===== src/rtl/crc_stream_engine.sv =====
// Register-mapped CRC engine: each DATA word is latched and folded into the running
// CRC one byte per clock, most-significant valid byte first.
module crc_stream_engine #(
    parameter int          DATA_WIDTH = 32,
    parameter int          CRC_WIDTH  = 32,
    parameter logic [31:0] DEF_POLY   = 32'h04C11DB7,
    parameter logic [31:0] DEF_INIT   = 32'hFFFFFFFF,
    parameter logic [31:0] DEF_XOR    = 32'h0
) (
    input  logic                  clk,
    input  logic                  reset_n,
    input  logic                  cs,
    input  logic                  read,
    input  logic                  write,
    input  logic [2:0]            addr,
    input  logic [DATA_WIDTH-1:0] write_data,
    output logic [DATA_WIDTH-1:0] read_data,
    output logic                  waitrequest,
    output logic                  irq
);
    localparam int         BYTES   = DATA_WIDTH / 8;
    localparam logic [2:0] BYTES_L = 3'(BYTES);

    localparam logic [2:0] ADDR_DATA   = 3'd0;
    localparam logic [2:0] ADDR_CTRL   = 3'd1;
    localparam logic [2:0] ADDR_STATUS = 3'd2;
    localparam logic [2:0] ADDR_RESULT = 3'd3;
    localparam logic [2:0] ADDR_POLY   = 3'd4;
    localparam logic [2:0] ADDR_INIT   = 3'd5;
    localparam logic [2:0] ADDR_XOROUT = 3'd6;

    typedef enum logic {IDLE, BUSY} state_t;
    state_t state_q, state_d;

    logic [CRC_WIDTH-1:0]  crc_q, poly_q, init_q, xorout_q, result;
    logic [DATA_WIDTH-1:0] data_q;
    logic [2:0]            byte_cnt_q, last_bytes_q, byte_cnt_eff;
    logic                  refin_q, refout_q, irq_en_q, done_q, irq_pend_q;
    logic [31:0]           wd32, rd_mux;
    logic [7:0]            cur_byte;
    logic                  wr_acc, status_clr, done_rise;
    logic                  unused_wd;

    function automatic logic [7:0] rev8(input logic [7:0] b);
        logic [7:0] r, s;
        r = '0;
        s = b;
        for (int i = 0; i < 8; i++) begin
            r = {r[6:0], s[0]};
            s = s >> 1;
        end
        return r;
    endfunction

    function automatic logic [CRC_WIDTH-1:0] rev_crc(input logic [CRC_WIDTH-1:0] c);
        logic [CRC_WIDTH-1:0] r, s;
        r = '0;
        s = c;
        for (int i = 0; i < CRC_WIDTH; i++) begin
            r = {r[CRC_WIDTH-2:0], s[0]};
            s = s >> 1;
        end
        return r;
    endfunction

    // Eight MSB-first shift steps of the generic (non-reflected) CRC recurrence.
    function automatic logic [CRC_WIDTH-1:0] crc_byte(input logic [CRC_WIDTH-1:0] c_in,
                                                      input logic [7:0]           b_in,
                                                      input logic [CRC_WIDTH-1:0] p);
        logic [CRC_WIDTH-1:0] c;
        logic [7:0]           b;
        logic                 fb;
        c = c_in;
        b = b_in;
        for (int i = 0; i < 8; i++) begin
            fb = c[CRC_WIDTH-1] ^ b[7];
            c  = {c[CRC_WIDTH-2:0], 1'b0} ^ (fb ? p : '0);
            b  = b << 1;
        end
        return c;
    endfunction

    assign wd32         = 32'(write_data);
    assign unused_wd    = ^{wd32[31:11], wd32[7:4]};
    assign waitrequest  = (state_q == BUSY) && cs && write && (addr != ADDR_STATUS);
    assign wr_acc       = cs && write && !waitrequest;
    assign status_clr   = wr_acc && (addr == ADDR_STATUS) && wd32[2];
    assign done_rise    = (state_q == BUSY) && (byte_cnt_q == 3'd1);
    assign byte_cnt_eff = (last_bytes_q == 3'd0 || last_bytes_q > BYTES_L) ? BYTES_L : last_bytes_q;
    assign cur_byte     = data_q[DATA_WIDTH-1 -: 8];
    assign result       = (refout_q ? rev_crc(crc_q) : crc_q) ^ xorout_q;
    assign irq          = irq_pend_q & irq_en_q;

    always_ff @(posedge clk or negedge reset_n) begin
        if (!reset_n) state_q <= IDLE;
        else          state_q <= state_d;
    end

    always_comb begin
        state_d = state_q;
        case (state_q)
            IDLE: if (wr_acc && addr == ADDR_DATA) state_d = BUSY;
            BUSY: if (byte_cnt_q == 3'd1) state_d = IDLE;
            default: state_d = IDLE;
        endcase
    end

    always_comb begin
        rd_mux = '0;
        case (addr)
            ADDR_CTRL:   rd_mux = {21'd0, last_bytes_q, 4'd0, irq_en_q, refout_q, refin_q, 1'b0};
            ADDR_STATUS: rd_mux = {29'd0, irq_pend_q, done_q, state_q == BUSY};
            ADDR_RESULT: rd_mux = 32'(result);
            ADDR_POLY:   rd_mux = 32'(poly_q);
            ADDR_INIT:   rd_mux = 32'(init_q);
            ADDR_XOROUT: rd_mux = 32'(xorout_q);
            default:     rd_mux = '0;
        endcase
    end

    always_ff @(posedge clk or negedge reset_n) begin
        if (!reset_n) begin
            read_data    <= '0;
            crc_q        <= DEF_INIT[CRC_WIDTH-1:0];
            poly_q       <= DEF_POLY[CRC_WIDTH-1:0];
            init_q       <= DEF_INIT[CRC_WIDTH-1:0];
            xorout_q     <= DEF_XOR[CRC_WIDTH-1:0];
            data_q       <= '0;
            byte_cnt_q   <= '0;
            last_bytes_q <= '0;
            refin_q      <= 1'b0;
            refout_q     <= 1'b0;
            irq_en_q     <= 1'b0;
            done_q       <= 1'b0;
            irq_pend_q   <= 1'b0;
        end else begin
            if (cs && read) read_data <= rd_mux[DATA_WIDTH-1:0];

            // Only STATUS can be accepted while BUSY, so the rest only land in IDLE.
            if (wr_acc) begin
                case (addr)
                    ADDR_DATA: begin
                        data_q     <= write_data;
                        byte_cnt_q <= byte_cnt_eff;
                        done_q     <= 1'b0;
                    end
                    ADDR_CTRL: begin
                        refin_q      <= wd32[1];
                        refout_q     <= wd32[2];
                        irq_en_q     <= wd32[3];
                        last_bytes_q <= wd32[10:8];
                        if (wd32[0]) begin
                            crc_q  <= init_q;
                            done_q <= 1'b0;
                        end
                    end
                    ADDR_POLY:   poly_q   <= write_data[CRC_WIDTH-1:0];
                    ADDR_INIT:   init_q   <= write_data[CRC_WIDTH-1:0];
                    ADDR_XOROUT: xorout_q <= write_data[CRC_WIDTH-1:0];
                    default: ;
                endcase
            end

            if (state_q == BUSY) begin
                crc_q      <= crc_byte(crc_q, refin_q ? rev8(cur_byte) : cur_byte, poly_q);
                data_q     <= data_q << 8;
                byte_cnt_q <= byte_cnt_q - 3'd1;
                if (done_rise) done_q <= 1'b1;
            end

            // A completion in the same cycle as a W1C wins.
            irq_pend_q <= (done_rise && irq_en_q) || (irq_pend_q && !status_clr);
        end
    end
endmodule

===== config.mk =====
export PLATFORM = sky130hd
export DESIGN_NAME = crc_stream_engine
export DESIGN_NICKNAME = d
export VERILOG_FILES = /design/src/rtl/crc_stream_engine.sv
export SDC_FILE = /design/constraint.sdc
export NUM_CORES = 1
export LEC_CHECK = 0
export ABC_AREA = 1
export CAP_MARGIN = 20
export CORE_MARGIN = 2
export CORE_UTILIZATION = 65
export CTS_CLUSTER_SIZE = 24
export DETAILED_ROUTE_END_ITERATION = 12
export GPL_TIMING_DRIVEN = 0
export HOLD_SLACK_MARGIN = 0.02
export PLACE_DENSITY_LB_ADDON = 0.1
export REMOVE_ABC_BUFFERS = 1
export SYNTH_ARGS = -nofsm -noshare
export SYNTH_HDL_FRONTEND = slang
export SYNTH_SLANG_ARGS = --single-unit

===== constraint.sdc =====
create_clock -name clk -period 6 [get_ports clk]
set_input_delay 0.6 -clock clk [delete_from_list [all_inputs] [get_ports clk]]
set_output_delay 0.6 -clock clk [all_outputs]
set_load 0.02 [all_outputs]

==> results.cfg <==
[worst_setup_path]
cp.depth = 26
crit_path_max_fanout = 39
r2r_cells = 26
r2r-end = crc_q[31]
cp.arrival_ps = 6150
rrSetupSlack_ps = 300
cpMostUsedCell = nand3_1
r2r_start = refin_q
crit_type = reg -> reg
crit_path_start_kind = register
critical_path.top_delay_family = simple AND/OR/NAND/NOR gates
critPathBufInv = 5
crit_slowest_cell = dfrtp_1
worstSetupStartpoint = refin_q
endpoint_kind = register
required_ps = 6450
max_stage_delay_ps = 640

[cts]
cts.sink_count = 204
cts_buffers = 23
tritoncts = yes
clock_path_buffers = 3
clkTransAtPathRegs_ps = 60
ctsHtreeMaxLevel = 1
clk_latency_ps = 520
cts-root-buf = clkbuf_16

[sta]
maxSlewViolCount = 0
worst_pin_slew_ps = 994
final_hold_viol_count = 0
clock_skew_ps = 8.13
fmax_mhz = 175
finalSetupViolations = 0
worst_slack_ps = 297
rsz0062_at_grt = no
relSlewSlack_pct = 33.6
fin_crit_ps = 5700
post-route-period-util_pct = 95.0

[finish]
diodes = 0
area_growth_pct = 12.6
fin_nets = 2330
drive_gt1_share_pct = 8.34
fillers = 1745
final_cell_area_um2 = 16800

[drt]
ant_nets = 0
vias_per_cell = 6.09
first_pass_iters = 7
wl_per_cell_um = 19.3
drt_iter0_drc = 1906
wl_um = 49900
drc = 0
vias = 15700

[synth]
synth_area_um2 = 15000
ys_ff_latch = 204
ys_seq_area_share_pct = 34.8
synth_cell_types = 39
postSynthAreaPerCell_um2 = 6.52
yosys_warnings = 0
ys.flop_type = dfrtp_1
async_flop_share_pct = 100
synthCells = 2293
synth-edff-count = 0

[floorplan]
std_cell_rows = 55
ioPinCount = 74
die_x_um = 156
dieArea_um2 = 24200
coreArea_um2 = 22600
die_h_um = 156
initial_utilization_pct = 66.1

[job]
maxCapViolations = 0

[placed_design]
place_worst_setup_slack_ps = -823
dp_hpwl_um = 33000
gp_congestion = 0.967
post_dp_cell_area_um2 = 15900
io_buffers = 73

[global_route]
grt_pass1_wl_um = 78400
gr-total-overflow = 0
antenna_found_initial = 0
grt_usage_pct = 41.3
grt_max_degree = 116
grt_pass1_vias = 14700

[run_status]
outcome = finished, final reports clean

[min_path]
min-delay-path-class = in -> async
-- placed cells by master (no fill, tap or decap), drive strengths merged, types with 57 or more instances in the layout --
| cell type | Yosys | layout |
|---|---|---|
| nand2 | 833 | 833 |
| inv | 261 | 262 |
| o21ai | 202 | 202 |
| nand3 | 201 | 201 |
| nor2 | 152 | 155 |
| dfrtp | 126 | 126 |
| xor2 | 123 | 123 |
| dfstp | 78 | 78 |
| clkdlybuf4s50 | 0 | 72 |
| xnor2 | 57 | 57 |
-- layout make-up --
| cell class | instances | area [um2] | area share, % |
|---|---|---|---|
| clock inverters | 16 | 204 | 1.21 |
| inverters | 263 | 987 | 5.86 |
| multi-input cells | 1698 | 8310 | 49.4 |
| flip-flops and latches | 204 | 5200 | 30.9 |
| well taps | 285 | 357 | 2.12 |
| clock buffers | 25 | 603 | 3.58 |
| repair buffers | 97 | 1170 | 6.95 |
-- sequential cells by signal, indices dropped and copies added (netlist names), 3 cells and up --
signal,cells
crc_q,32
data_q,32
read_data,32
poly_q,32
xorout_q,32
init_q,32
byte_cnt_q,3
last_bytes_q,3
-- worst max-delay path by stage --
| stage | to | slack (ps) |
|---|---|---|
| detailed placement | crc_q[31] | -820 |
| finish | crc_q[31] | 300 |
| floorplan | crc_q[3] | 1090 |
| global route | crc_q[31] | 2 |
| global placement | poly_q[18] | -4190 |
| CTS | crc_q[31] | 50 |
-- stage by stage --
step | TNS [ps] | util, % | hold WS [ps] | std cells
final | 0 | 74.4 | 164 | 2588
after global placement | -849580 | 68.4 | 461 | 2520
after floorplan | 0 | - | 304 | 2162
after global routing | 0 | 74.4 | 238 | 2588
after detailed placement | -18050 | 70.3 | 465 | 2540
after CTS | 0 | 74.1 | 198 | 2584
-- cell usage after synthesis, types with 15 or more instances --
master / n / area (um2)
o2111ai_1: 15 / 131
a21oi_1: 48 / 240
buf_2: 17 / 85.1
xor2_1: 122 / 1070
nand3_1: 195 / 976
clkbuf_1: 95 / 357
xnor2_1: 57 / 499
dfstp_2: 78 / 2050
o21ai_0: 202 / 1010
nor2_1: 146 / 548
nand2_1: 824 / 3090
o22ai_1: 35 / 219
inv_1: 254 / 953
dfrtp_1: 126 / 3150
-- logic make-up (layout without fill, tap and decap cells) --
logic type               count (synthesis)  after routing  synth area share (%)
AO/OA/AOI/OAI                          309            309                  11.2
XOR/XNOR                               180            180                  10.6
adder cells (fa/ha/maj)                  3              3                 0.251
buffers and inverters                  394            401                  10.3
flip-flops                             204            204                  34.8
multiplexers                             1              1                0.0669
AND/OR/NAND/NOR                       1202           1205                  32.8
-- routing by layer --
layer  global-route usage [%]  routed length, um  vias up
li1                         -                  -     7159
met1                     56.1              19200     7373
met2                     63.3              21500     1035
met3                     9.25               6630      181
met4                     19.4               2550        0
met5                        0                  0        -
-- timing repair --
item	in CTS	in global routing
gates resized for setup	6	2
setup buffers	0	2
setup endpoints to repair	32	31
pin swaps	3	1
cloned	3	0
hold buffers	0	0
Power is left out: the tool's default activity adds up to more than one toggle a clock period on the data nets, which glitch-free logic cannot reach.
